### src/rtl/keypad_pkg.sv
`default_nettype none
// ---- keypad_pkg : shared encodings for the keypad entry path ---- rev 1.0 ----
package keypad_pkg;

  localparam int KEY_W   = 10;
  localparam int DIGIT_W = 4;

  localparam logic [1:0] ST_IDLE         = 2'd0;
  localparam logic [1:0] ST_DEBOUNCE     = 2'd1;
  localparam logic [1:0] ST_CAPTURE      = 2'd2;
  localparam logic [1:0] ST_WAIT_RELEASE = 2'd3;

  localparam logic [DIGIT_W-1:0] MAX_SEC_TENS = 4'd5;

  typedef enum logic [1:0] {
    S_IDLE         = ST_IDLE,
    S_DEBOUNCE     = ST_DEBOUNCE,
    S_CAPTURE      = ST_CAPTURE,
    S_WAIT_RELEASE = ST_WAIT_RELEASE
  } state_t;

  function automatic logic [1:0] sat_inc2(input logic [1:0] c);
    return (c == 2'd3) ? c : c + 2'd1;
  endfunction

endpackage
`default_nettype wire

### src/rtl/bcd_shift_reg3.sv
`default_nettype none
// ---- bcd_shift_reg3 : 3-digit M:SS entry register, clear beats shift ---- rev 1.0 ----
module bcd_shift_reg3
  import keypad_pkg::*;
(
  input  logic               clk,
  input  logic               rst,
  input  logic               i_clear,
  input  logic               i_shift,
  input  logic [DIGIT_W-1:0] i_digit,
  output logic [DIGIT_W-1:0] o_min_ones,
  output logic [DIGIT_W-1:0] o_sec_tens,
  output logic [DIGIT_W-1:0] o_sec_ones,
  output logic [1:0]         o_count
);

  logic [DIGIT_W-1:0] r_min_ones;
  logic [DIGIT_W-1:0] r_sec_tens;
  logic [DIGIT_W-1:0] r_sec_ones;
  logic [1:0]         r_count;

  always_ff @(posedge clk) begin
    if (rst || i_clear) begin
      r_min_ones <= '0;
      r_sec_tens <= '0;
      r_sec_ones <= '0;
      r_count    <= '0;
    end else if (i_shift) begin
      // oldest digit falls off the top once three are held
      r_min_ones <= r_sec_tens;
      r_sec_tens <= r_sec_ones;
      r_sec_ones <= i_digit;
      r_count    <= sat_inc2(r_count);
    end
  end

  assign o_min_ones = r_min_ones;
  assign o_sec_tens = r_sec_tens;
  assign o_sec_ones = r_sec_ones;
  assign o_count    = r_count;

endmodule
`default_nettype wire

### src/rtl/keypad_entry_controller.sv
`default_nettype none
// ---- keypad_entry_controller : debounce, encoder enable and M:SS entry ---- rev 1.0 ----
module keypad_entry_controller
  import keypad_pkg::*;
#(
  parameter int DEBOUNCE_CYCLES = 4,
  parameter int CNT_W           = 8
) (
  input  logic               clock,
  input  logic               reset,
  input  logic [KEY_W-1:0]   keypad,
  input  logic               entry_en,
  input  logic               clear_entry,
  input  logic               start,
  input  logic [DIGIT_W-1:0] D,
  output logic               enablen,
  output logic [DIGIT_W-1:0] sec_ones,
  output logic [DIGIT_W-1:0] sec_tens,
  output logic [DIGIT_W-1:0] min_ones,
  output logic [1:0]         digit_count,
  output logic               entry_valid,
  output logic               load_pulse
);

  localparam logic [CNT_W-1:0] c_DB_LAST = CNT_W'(DEBOUNCE_CYCLES - 1);
  localparam logic [CNT_W-1:0] c_CNT_MAX = '1;
  localparam logic [CNT_W-1:0] c_CNT_ONE = CNT_W'(1);

  state_t             r_state;
  state_t             w_next_state;
  logic [KEY_W-1:0]   r_key_snap;
  logic [KEY_W-1:0]   w_key_snap_nxt;
  logic [CNT_W-1:0]   r_cnt;
  logic [CNT_W-1:0]   w_cnt_nxt;
  logic               r_load_pulse;
  logic               w_key_any;
  logic               w_capture;

  assign w_key_any = |keypad;
  assign w_capture = (r_state == S_CAPTURE);

  always_ff @(posedge clock) begin
    if (reset) begin
      r_state      <= S_IDLE;
      r_key_snap   <= '0;
      r_cnt        <= '0;
      r_load_pulse <= 1'b0;
    end else begin
      r_state      <= w_next_state;
      r_key_snap   <= w_key_snap_nxt;
      r_cnt        <= w_cnt_nxt;
      r_load_pulse <= start && entry_valid;
    end
  end

  always_comb begin
    w_next_state   = r_state;
    w_key_snap_nxt = r_key_snap;
    w_cnt_nxt      = r_cnt;
    case (r_state)
      S_IDLE: begin
        if (entry_en && w_key_any) begin
          w_key_snap_nxt = keypad;
          w_cnt_nxt      = '0;
          w_next_state   = S_DEBOUNCE;
        end
      end
      S_DEBOUNCE: begin
        if (!entry_en || !w_key_any) begin
          w_cnt_nxt    = '0;
          w_next_state = S_IDLE;
        end else if (keypad != r_key_snap) begin
          // any change in the pressed pattern restarts the stability window
          w_key_snap_nxt = keypad;
          w_cnt_nxt      = '0;
        end else if (r_cnt == c_DB_LAST) begin
          w_next_state = S_CAPTURE;
        end else if (r_cnt != c_CNT_MAX) begin
          w_cnt_nxt = r_cnt + c_CNT_ONE;
        end
      end
      S_CAPTURE: begin
        w_next_state = S_WAIT_RELEASE;
      end
      S_WAIT_RELEASE: begin
        if (!w_key_any) begin
          w_next_state = S_IDLE;
        end
      end
      default: begin
        w_next_state = S_IDLE;
      end
    endcase
  end

  bcd_shift_reg3 u_digits (
    .clk        (clock),
    .rst        (reset),
    .i_clear    (clear_entry || r_load_pulse),
    .i_shift    (w_capture),
    .i_digit    (D),
    .o_min_ones (min_ones),
    .o_sec_tens (sec_tens),
    .o_sec_ones (sec_ones),
    .o_count    (digit_count)
  );

  assign enablen     = !w_capture;
  assign load_pulse  = r_load_pulse;
  assign entry_valid = (digit_count != 2'd0) && (sec_tens <= MAX_SEC_TENS);

endmodule
`default_nettype wire

### config.mk
export PLATFORM = sky130hd
export DESIGN_NAME = keypad_entry_controller
export DESIGN_NICKNAME = d
export VERILOG_FILES = /design/src/rtl/keypad_pkg.sv /design/src/rtl/bcd_shift_reg3.sv /design/src/rtl/keypad_entry_controller.sv
export SDC_FILE = /design/constraint.sdc
export NUM_CORES = 1
export LEC_CHECK = 0
export CAP_MARGIN = 0
export CORE_ASPECT_RATIO = 1.75
export CORE_MARGIN = 3
export CORE_UTILIZATION = 30
export DETAILED_ROUTE_END_ITERATION = 6
export GPL_TIMING_DRIVEN = 1
export HOLD_SLACK_MARGIN = 0.1
export SLEW_MARGIN = 30
export SYNTH_ARGS = -nofsm -noshare
export SYNTH_HDL_FRONTEND = slang
export SYNTH_SLANG_ARGS = --single-unit
### constraint.sdc
create_clock -name clock -period 2.48 [get_ports clock]
set_input_delay 0.372 -clock clock [delete_from_list [all_inputs] [get_ports clock]]
set_output_delay 0.372 -clock clock [all_outputs]
set_load 0.01 [all_outputs]
==> impl_metrics.toml, run 1 <==
[synthesis]
synth_area_um2 = 1670
synth_ff_type = "dfxtp_1"
synth-seq-cells = 35
synth_fp_nets = 215
synth_top_area_share_pct = 42.0
ys_seq_area_share_pct = 42.0
async_flop_share_pct = 0
synth.largest_area_cell = "dfxtp_1"
synth_enable_flop_cells = 0
yosys-top-cells-area = "dfxtp_1 42%, nand2_1 7.2%, mux2i_1 6.0%"
synth_warnings = 0
netlist_instances = 193
yosysMostFrequentCell = "dfxtp_1"
yosys-top-cells-count = "35 x dfxtp_1, 32 x nand2_1, 19 x a21oi_1"
syn_avg_cell_area_um2 = 8.64
synth_cell_types = 39

[critical_path]
r2r-end = "r_cnt[7]"
reg2regPathDepth = 6
arrival_ns = 2.52
critPathSlowestCell = "or4_4"
crit_chain = "clkdlybuf4s50_1 > buf_4 > or4_4 > o311a_1 > a211oi_4 > buf_4 > inv_1 > a21oi_1"
critPathTopFamily = "buffers and inverters"
critPathMaxFanout = 6
end_kind = "register"
crit_end = "r_cnt[7]"
crit_path_max_incr_delay_ns = 0.54
path_depth = 8
cp-start-kind = "input pin"
worstSetupPathType = "input pin to register"
cp-startpoint = "keypad[0]"
crit_top_cell = "buf_4"
cp.required_ns = 2.69
r2r_setup_slack_ns = 0.56
crit_buf_inv = 4
r2r-start = "r_key_snap[0]"

[floorplanning]
initial_core_util_pct = 31.2
die-area_um2 = 6530
die_y_um = 105
die_w_um = 62.4
core-area_um2 = 5340
rows = 35
ios = 36

[placed_design]
dp_slack_ns = -0.122
gp_congestion = 0.792
dp_hpwl_mm = 3.02
dpl_cell_area_um2 = 2250
port_buffers = 35

[grt]
antenna_found_initial = 0
use_met1_pct = 12.9
grt_max_degree = 17
grt_pass1_wl_mm = 6.44
grt_pass1_vias = 1427
grt_use_met2_pct = 22.7
grt-ovfl-total = 0
gr-usage-all-layers_pct = 12.3
use_met3_pct = 2.90
busiest_layer = "met2"

[drt]
ant_nets = 0
wl_per_cell_um = 12.0
vias = 1516
drt_iter0_drc = 21
drt-total-wl_mm = 3.86
firstDrtPassIters = 4
drc_errors = 0
via_per_inst = 4.69

[power_and_ir_drop]
finalPower_mw = 1.12
power.net_switching_uw = 255
clockPowerShare_pct = 37.2
p_int_uw = 863
power_density_nw_per_um2 = 479
p_comb_share_pct = 11.0
max-vdd-ir-drop_mv = 0.262
sw_frac_of_total_pct = 22.8
p_leak_nw = 0.857
p_seq_share_pct = 51.8

[sta]
whs_ns = 0.455
period_minus_slack_ns = 2.31
finalSetupViolCount = 0
fin_crit_sh_pct = 93.1
final.setup.worst_slack_ns = 0.171
rsz0062_at_grt = "false"
relSlewSlack_pct = 53.8
slew_violations = 0
fin_worst_skew_ns = 0.00421
max_freq_mhz = 433
finalHoldViolCount = 0
tightest_slew_ns = 0.687

[run_status]
status = "finished, final reports clean"

[clocking]
cts_resized = 0
clk-insertion-delay-late_ns = 0.28
cts_htree_levels = 2
cts.sinks = 35
path_clk_slew_ns = 0.07
post_cts_buffers = 0
clock_path_buffers = 2
cts_buffers = 5
ctsHoldBuffers = 0
cts_root_buf = "clkbuf_8"
cts_tree = "done"

[run]
max_cap_viol_count = 0

[cells_and_area]
postLayoutCellArea_um2 = 2330
antenna_cells = 0
final_nets = 271
area_delta_synth_final_pct = 40.0
drive_above_1_share_pct = 15.3
fin_util_pct = 43.7

[hold_path]
hp-class = "register to register"
-- through the flow --
step                setup TNS [ns]  instances
floorplan                        0        193
global placement             -1.90        316
detailed placement           -1.49        316
CTS                              0        323
global route                     0        323
finish                           0        323
-- flip-flops by register name, indices dropped and copies added, names as in the netlist, named ones only --
name                 count
load_pulse               1
r_cnt                    8
r_key_snap              10
r_state                  1
u_digits.o_count         2
u_digits.o_min_ones      4
u_digits.o_sec_ones      4
u_digits.o_sec_tens      4
-- worst min path at each step --
stage                                 startpoint                     end  slack (ns)  cells after the start
final                     u_digits.o_min_ones[3]  u_digits.o_min_ones[3]        0.46                      2
after global routing      u_digits.o_min_ones[1]  u_digits.o_min_ones[1]        0.48                      2
after detailed placement  u_digits.o_min_ones[3]  u_digits.o_min_ones[3]        0.45                      2
after floorplan                         r_cnt[4]                r_cnt[4]        0.47                      2
after CTS                 u_digits.o_min_ones[3]  u_digits.o_min_ones[3]        0.46                      2
after global placement    u_digits.o_min_ones[3]  u_digits.o_min_ones[3]        0.45                      2
-- layout by cell type, fill, tap and decap left out, drive strengths merged, types with 2 or more instances in the layout --
cell / instances
clkdlybuf4s50: 35
mux2i: 10
or4: 2
dfxtp: 35
ha: 3
nor2: 17
nand4: 2
nor3: 2
nand4b: 3
buf: 23
a21oi: 19
nor4: 4
o21ai: 3
xnor2: 11
nand2: 32
o211ai: 3
inv: 7
nand3: 6
and3: 4
a211oi: 2
clkbuf: 6
o31ai: 4
-- power groups by stage --
stage	registers [mW]	logic, mW	clock network (mW)
after floorplan	0.592	0.0593	0
after global placement	0.592	0.124	0
after detailed placement	0.592	0.125	0
after CTS	0.579	0.125	0.436
after global routing	0.580	0.134	0.449
final	0.579	0.123	0.416
-- tightest hold or removal path: cells and delay by family (launching register included) --
| family | cells | cell delay, ns |
|---|---|---|
| compound gates | 1 | 0.05 |
| flops | 1 | 0.31 |
| simple gates | 1 | 0.05 |
-- kinds of logic (layout without fill, tap and decap cells) --
kind of cell | count (synthesis) | count (layout) | share of synthesized area [%]
AOI/OAI and AO/OA | 39 | 39 | 16.7
buffers and inverters | 16 | 72 | 4.13
and+or+nand+nor | 79 | 79 | 23.2
xor gates and xnor gates | 11 | 11 | 5.78
DFF | 35 | 35 | 42.0
muxes | 10 | 10 | 6.00
adders and majority gates | 3 | 3 | 2.25
-- routing by layer --
layer | vias to the layer above | part of all wire [%]
met5 | - | 0
met4 | 0 | 1.9
met3 | 5 | 2.7
met2 | 20 | 53
met1 | 705 | 42
li1 | 786 | -
-- layout make-up --
| cell class | count | area [um2] |
|---|---|---|
| Multi-Input combinational cell | 142 | 905 |
| Clock buffer | 6 | 82.6 |
| Sequential cell | 35 | 701 |
| Timing Repair Buffer | 58 | 523 |
| Inverter | 7 | 26.3 |
| Fill cell | 543 | 3010 |
| Tap cell | 74 | 92.6 |
| Clock inverter | 1 | 5.00 |
(Power assumes the default switching activity.)
==> run 2, diff against run 1 <==
--- a/config.mk
+++ b/config.mk
@@ -7,7 +7,6 @@
 export LEC_CHECK = 0
 export CAP_MARGIN = 0
 export CORE_ASPECT_RATIO = 1.75
-export CORE_MARGIN = 3
 export CORE_UTILIZATION = 30
 export DETAILED_ROUTE_END_ITERATION = 6
 export GPL_TIMING_DRIVEN = 1
==> impl_metrics.toml, run 2 (synthesis gave the netlist of run 1 again) <==
[drt]
ant_nets = 0
drt-total-wl_mm = 3.83
drt_iter0_drc = 29
firstDrtPassIters = 4
drc_errors = 0
wl_per_cell_um = 12.3
vias = 1512
via_per_inst = 4.86

[clocking]
cts_root_buf = "clkbuf_8"
cts_resized = 0
cts_buffers = 5
cts_tree = "done"
cts_htree_levels = 2
clock_path_buffers = 2
post_cts_buffers = 0
ctsHoldBuffers = 0
path_clk_slew_ns = 0.07
cts.sinks = 35
clk-insertion-delay-late_ns = 0.28

[critical_path]
crit_buf_inv = 2
critPathSlowestCell = "clkdlybuf4s50_1"
crit_chain = "inv_1 > ha_1 > a211oi_1 > clkdlybuf4s50_1"
cp.required_ns = 2.11
end_kind = "output pin"
crit_path_max_incr_delay_ns = 0.61
cp-start-kind = "register"
critPathTopFamily = "buffers and inverters"
arrival_ns = 1.90
critPathMaxFanout = 4
worstSetupPathType = "register to output pin"

[grt]
use_met3_pct = 3.08
gr-usage-all-layers_pct = 14.2
grt_max_degree = 17
use_met1_pct = 15.5
grt-ovfl-total = 0
busiest_layer = "met2"
grt_use_met2_pct = 25.6
grt_pass1_wl_mm = 6.40
antenna_found_initial = 0
grt_pass1_vias = 1406

[power_and_ir_drop]
p_leak_nw = 0.789
max-vdd-ir-drop_mv = 0.316
power_density_nw_per_um2 = 490
finalPower_mw = 1.09

[cells_and_area]
reg.largest.list = "r_key_snap: 10 flops, r_cnt: 8 flops"
antenna_cells = 0
regMostFlops = "r_key_snap"
final_nets = 258
mostFrequentLayoutCells = "35 x dfxtp_1, 35 x clkdlybuf4s50_1, 32 x nand2_1"
largest_register_ffs = 10
drive_above_1_share_pct = 10.1
postLayoutCellArea_um2 = 2230
area_delta_synth_final_pct = 33.6
fin_util_pct = 42.1

[run_status]
status = "finished, final reports clean"

[run]
max_cap_viol_count = 0

[sta]
fin_crit_sh_pct = 91.8
max_freq_mhz = 439
finalHoldViolCount = 0
period_minus_slack_ns = 2.28
fin_tns_setup_ns = 0
rsz0062_at_grt = "false"
fin_worst_skew_ns = 0.00635
tightest_slew_ns = 0.512
slew_violations = 0
finalSetupViolCount = 0
relSlewSlack_pct = 65.9

[placed_design]
port_buffers = 35
gp_congestion = 0.781
dp_hpwl_mm = 2.94
dpl_cell_area_um2 = 2140

[floorplanning]
die_y_um = 101
die-area_um2 = 5870
initial_core_util_pct = 31.5
ios = 36
rows = 35
die_w_um = 58.4
core-area_um2 = 5300

[hold_path]
hp-class = "register to register"
## run 2: area by class of cell
cell class | instances | area, um2
Fill cell | 549 | 3070
Multi-Input combinational cell | 142 | 898
Sequential cell | 35 | 701
Timing Repair Buffer | 45 | 425
Tap cell | 74 | 92.6
Clock buffer | 6 | 72.6
Inverter | 7 | 26.3
Clock inverter | 2 | 12.5
## run 2: per-layer routing
metal	up-vias	routed length (um)	part of all wire [%]
met5	-	0	0
met4	0	81	2.1
met3	7	157	4.1
met2	35	2140	56
met1	706	1450	38
li1	764	-	-
## run 2: power by group
group	total [mW]	internal, mW	switching, mW
Sequential	0.580	0.572	0.00769
Clock	0.403	0.196	0.207
Combinational	0.109	0.0615	0.0474
Total	1.09	0.830	0.262
## run 2: stage by stage
stage | hold slack, ns | instances | setup WS (ns)
after CTS | 0.464 | 311 | 0.146
after global placement | 0.442 | 303 | 0.0602
after global routing | 0.490 | 311 | 0.0943
final | 0.457 | 311 | 0.204
after floorplan | 0.474 | 193 | 0.520
after detailed placement | 0.453 | 303 | 0.0323
## run 2: final timing paths
| kind | start | end | slack, ns | depth (start not counted) |
|---|---|---|---|---|
| hold / removal | u_digits.o_min_ones[3] | u_digits.o_min_ones[3] | 0.46 | 2 |
| setup reg to reg | r_cnt[0] | r_cnt[1] | 0.73 | 6 |
| hold reg to reg | u_digits.o_min_ones[3] | u_digits.o_min_ones[3] | 0.46 | 2 |
| setup / recovery | u_digits.o_count[0] | entry_valid | 0.20 | 4 |
## run 2: worst min-delay path: cells and delay by family (launching register included)
family	cells	cell delay [ns]
compound gates	1	0.05
flops	1	0.31
simple gates	1	0.05
==> edit: new RTL, config.mk and constraints of run 2 <==
`r_key_snap` no longer has a reset.
--- a/src/rtl/keypad_entry_controller.sv
+++ b/src/rtl/keypad_entry_controller.sv
@@ -42,15 +42,17 @@
   always_ff @(posedge clock) begin
     if (reset) begin
       r_state      <= S_IDLE;
-      r_key_snap   <= '0;
       r_cnt        <= '0;
       r_load_pulse <= 1'b0;
     end else begin
       r_state      <= w_next_state;
-      r_key_snap   <= w_key_snap_nxt;
       r_cnt        <= w_cnt_nxt;
       r_load_pulse <= start && entry_valid;
     end
+  end
+
+  always_ff @(posedge clock) begin
+    r_key_snap <= w_key_snap_nxt;
   end
 
   always_comb begin
Function: no difference found for any inputs over 10 cycles, from zero or initial values and one cycle with reset high; that may be too few to reach the edited logic, so the function may still have changed.
==> edit against run 2 <==
Worst setup slack better by 41 ps. Register-to-register slack is essentially flat. Combinational power fell by 27%. Fmax rose by 1.8%. Total power is 1.5% lower. Wire length shrank 11%. Synthesized area down 3.4%. Worst hold slack about the same. Cell area fell by 5.4%. Sequential cell count did not move. Critical endpoint unchanged.
==> edit: results (changes against run 2) <==
Cells after Synth 171 (-11%); Remaining Overflow, GRT 0 (unchanged); Post-synth EDFFs 10 (+10); Slew HR 67.97% (+2.1 points); Fillers 523 (-4.7%); vias in the first global route 1358 (-3.4%); ratio of cells with drive above 1 in the final layout 8.491% (-1.6 points); met2 wire len 1886 µm (-12%); GR Layer Usage met3 2.493% (-0.59 points); Initial DRC Count 18 (-38%); All-Layer GR Usage 13.45% (-0.73 points); synth top area cells dfxtp_1 31%, edfxtp_1 19%, nand2_1 7.9%; reg2reg end r_cnt[7]$_SDFFE_PP0P_; pin count of the biggest net entering global routing 16 (-1); commonest cells in the netlist 34 x nand2_1, 25 x dfxtp_1, 22 x a21oi_1; DRT Wirelength 3409 µm (-11%); placed cell count 259 (-15%); Placer Congestion 0.7802 (-0.15%); clk_skew 3.951 ps (-2.402 ps); post-DP HPWL 2629 µm (-11%); VDD IR max 0.0002797 V (-11%); total leakage power 0.6921 nW (-12%); hold crit path type reg2reg; Pre-Repair DR Iteration Count 6 (+2); nets 233 (-9.7%); top sig layer met4; first-pass GRT wire length 5844 µm (-8.7%); Clock Latency Late Sink 280 ps (about the same); Placed Area 0.002027 mm² (-5.4%); M1 wire length 1294 µm (-11%); GR Util met1 13.50% (-2.0 points); Avg WL per Cell 12.77 µm (+3.6%); Synth Net Count 193 (-10%); worst slack, placed 233.9 ps (+201.5 ps); met2 global-route usage 24.51% (-1.1 points); status finished clean
## edit: how the worst max path moves through the flow
| stage | start | to | slack (ps) | cells after the start |
|---|---|---|---|---|
| 3_3_place_gp | keypad[0] | r_cnt[5]$_SDFFE_PP0P_ | 300 | 7 |
| 2_1_floorplan | r_key_snap[2]$_DFFE_PP_ | r_key_snap[0]$_DFFE_PP_ | 600 | 4 |
| 5_1_grt | u_digits.o_count[0]$_SDFFE_PP0P_ | entry_valid | 130 | 4 |
| 4_1_cts | u_digits.o_count[0]$_SDFFE_PP0P_ | entry_valid | 210 | 4 |
| 6_report | u_digits.o_count[0]$_SDFFE_PP0P_ | entry_valid | 240 | 4 |
| 3_5_place_dp | keypad[0] | r_cnt[5]$_SDFFE_PP0P_ | 230 | 7 |
## edit: area by class of cell
type                       count  area (µm²)  share of cell area [%]
tap                           55       68.82                   3.264
timing repair buffer          38       372.9                   17.69
multi-input combinational    123       754.5                   35.79
clock inverter                 1       5.005                  0.2374
clock buffer                   7       76.32                   3.620
sequential                    35       800.8                   37.98
inverter                       8       30.03                   1.424
## edit: power by group
group          switching [W]  internal [W]
Combinational      0.0000353     0.0000444
Clock               0.000194      0.000197
Sequential        0.00000548      0.000599
Total               0.000235      0.000840
## edit: worst max-delay path, stage by stage (launching register included)
cell and delay, ps:
dfxtp_1 400, inv_1 60, ha_1 200, a211oi_1 320, clkdlybuf4s50_1 610
## edit: kinds of logic after synthesis
| logic type | Yosys count | share of synthesized area (%) |
|---|---|---|
| AND/OR/NAND/NOR | 70 | 22.44 |
| AO/OA/AOI/OAI | 36 | 14.29 |
| flip-flops | 35 | 49.69 |
| buffers and inverters | 13 | 3.494 |
| XOR/XNOR | 12 | 6.522 |
| adder cells (fa/ha/maj) | 3 | 2.329 |
| multiplexers | 2 | 1.242 |
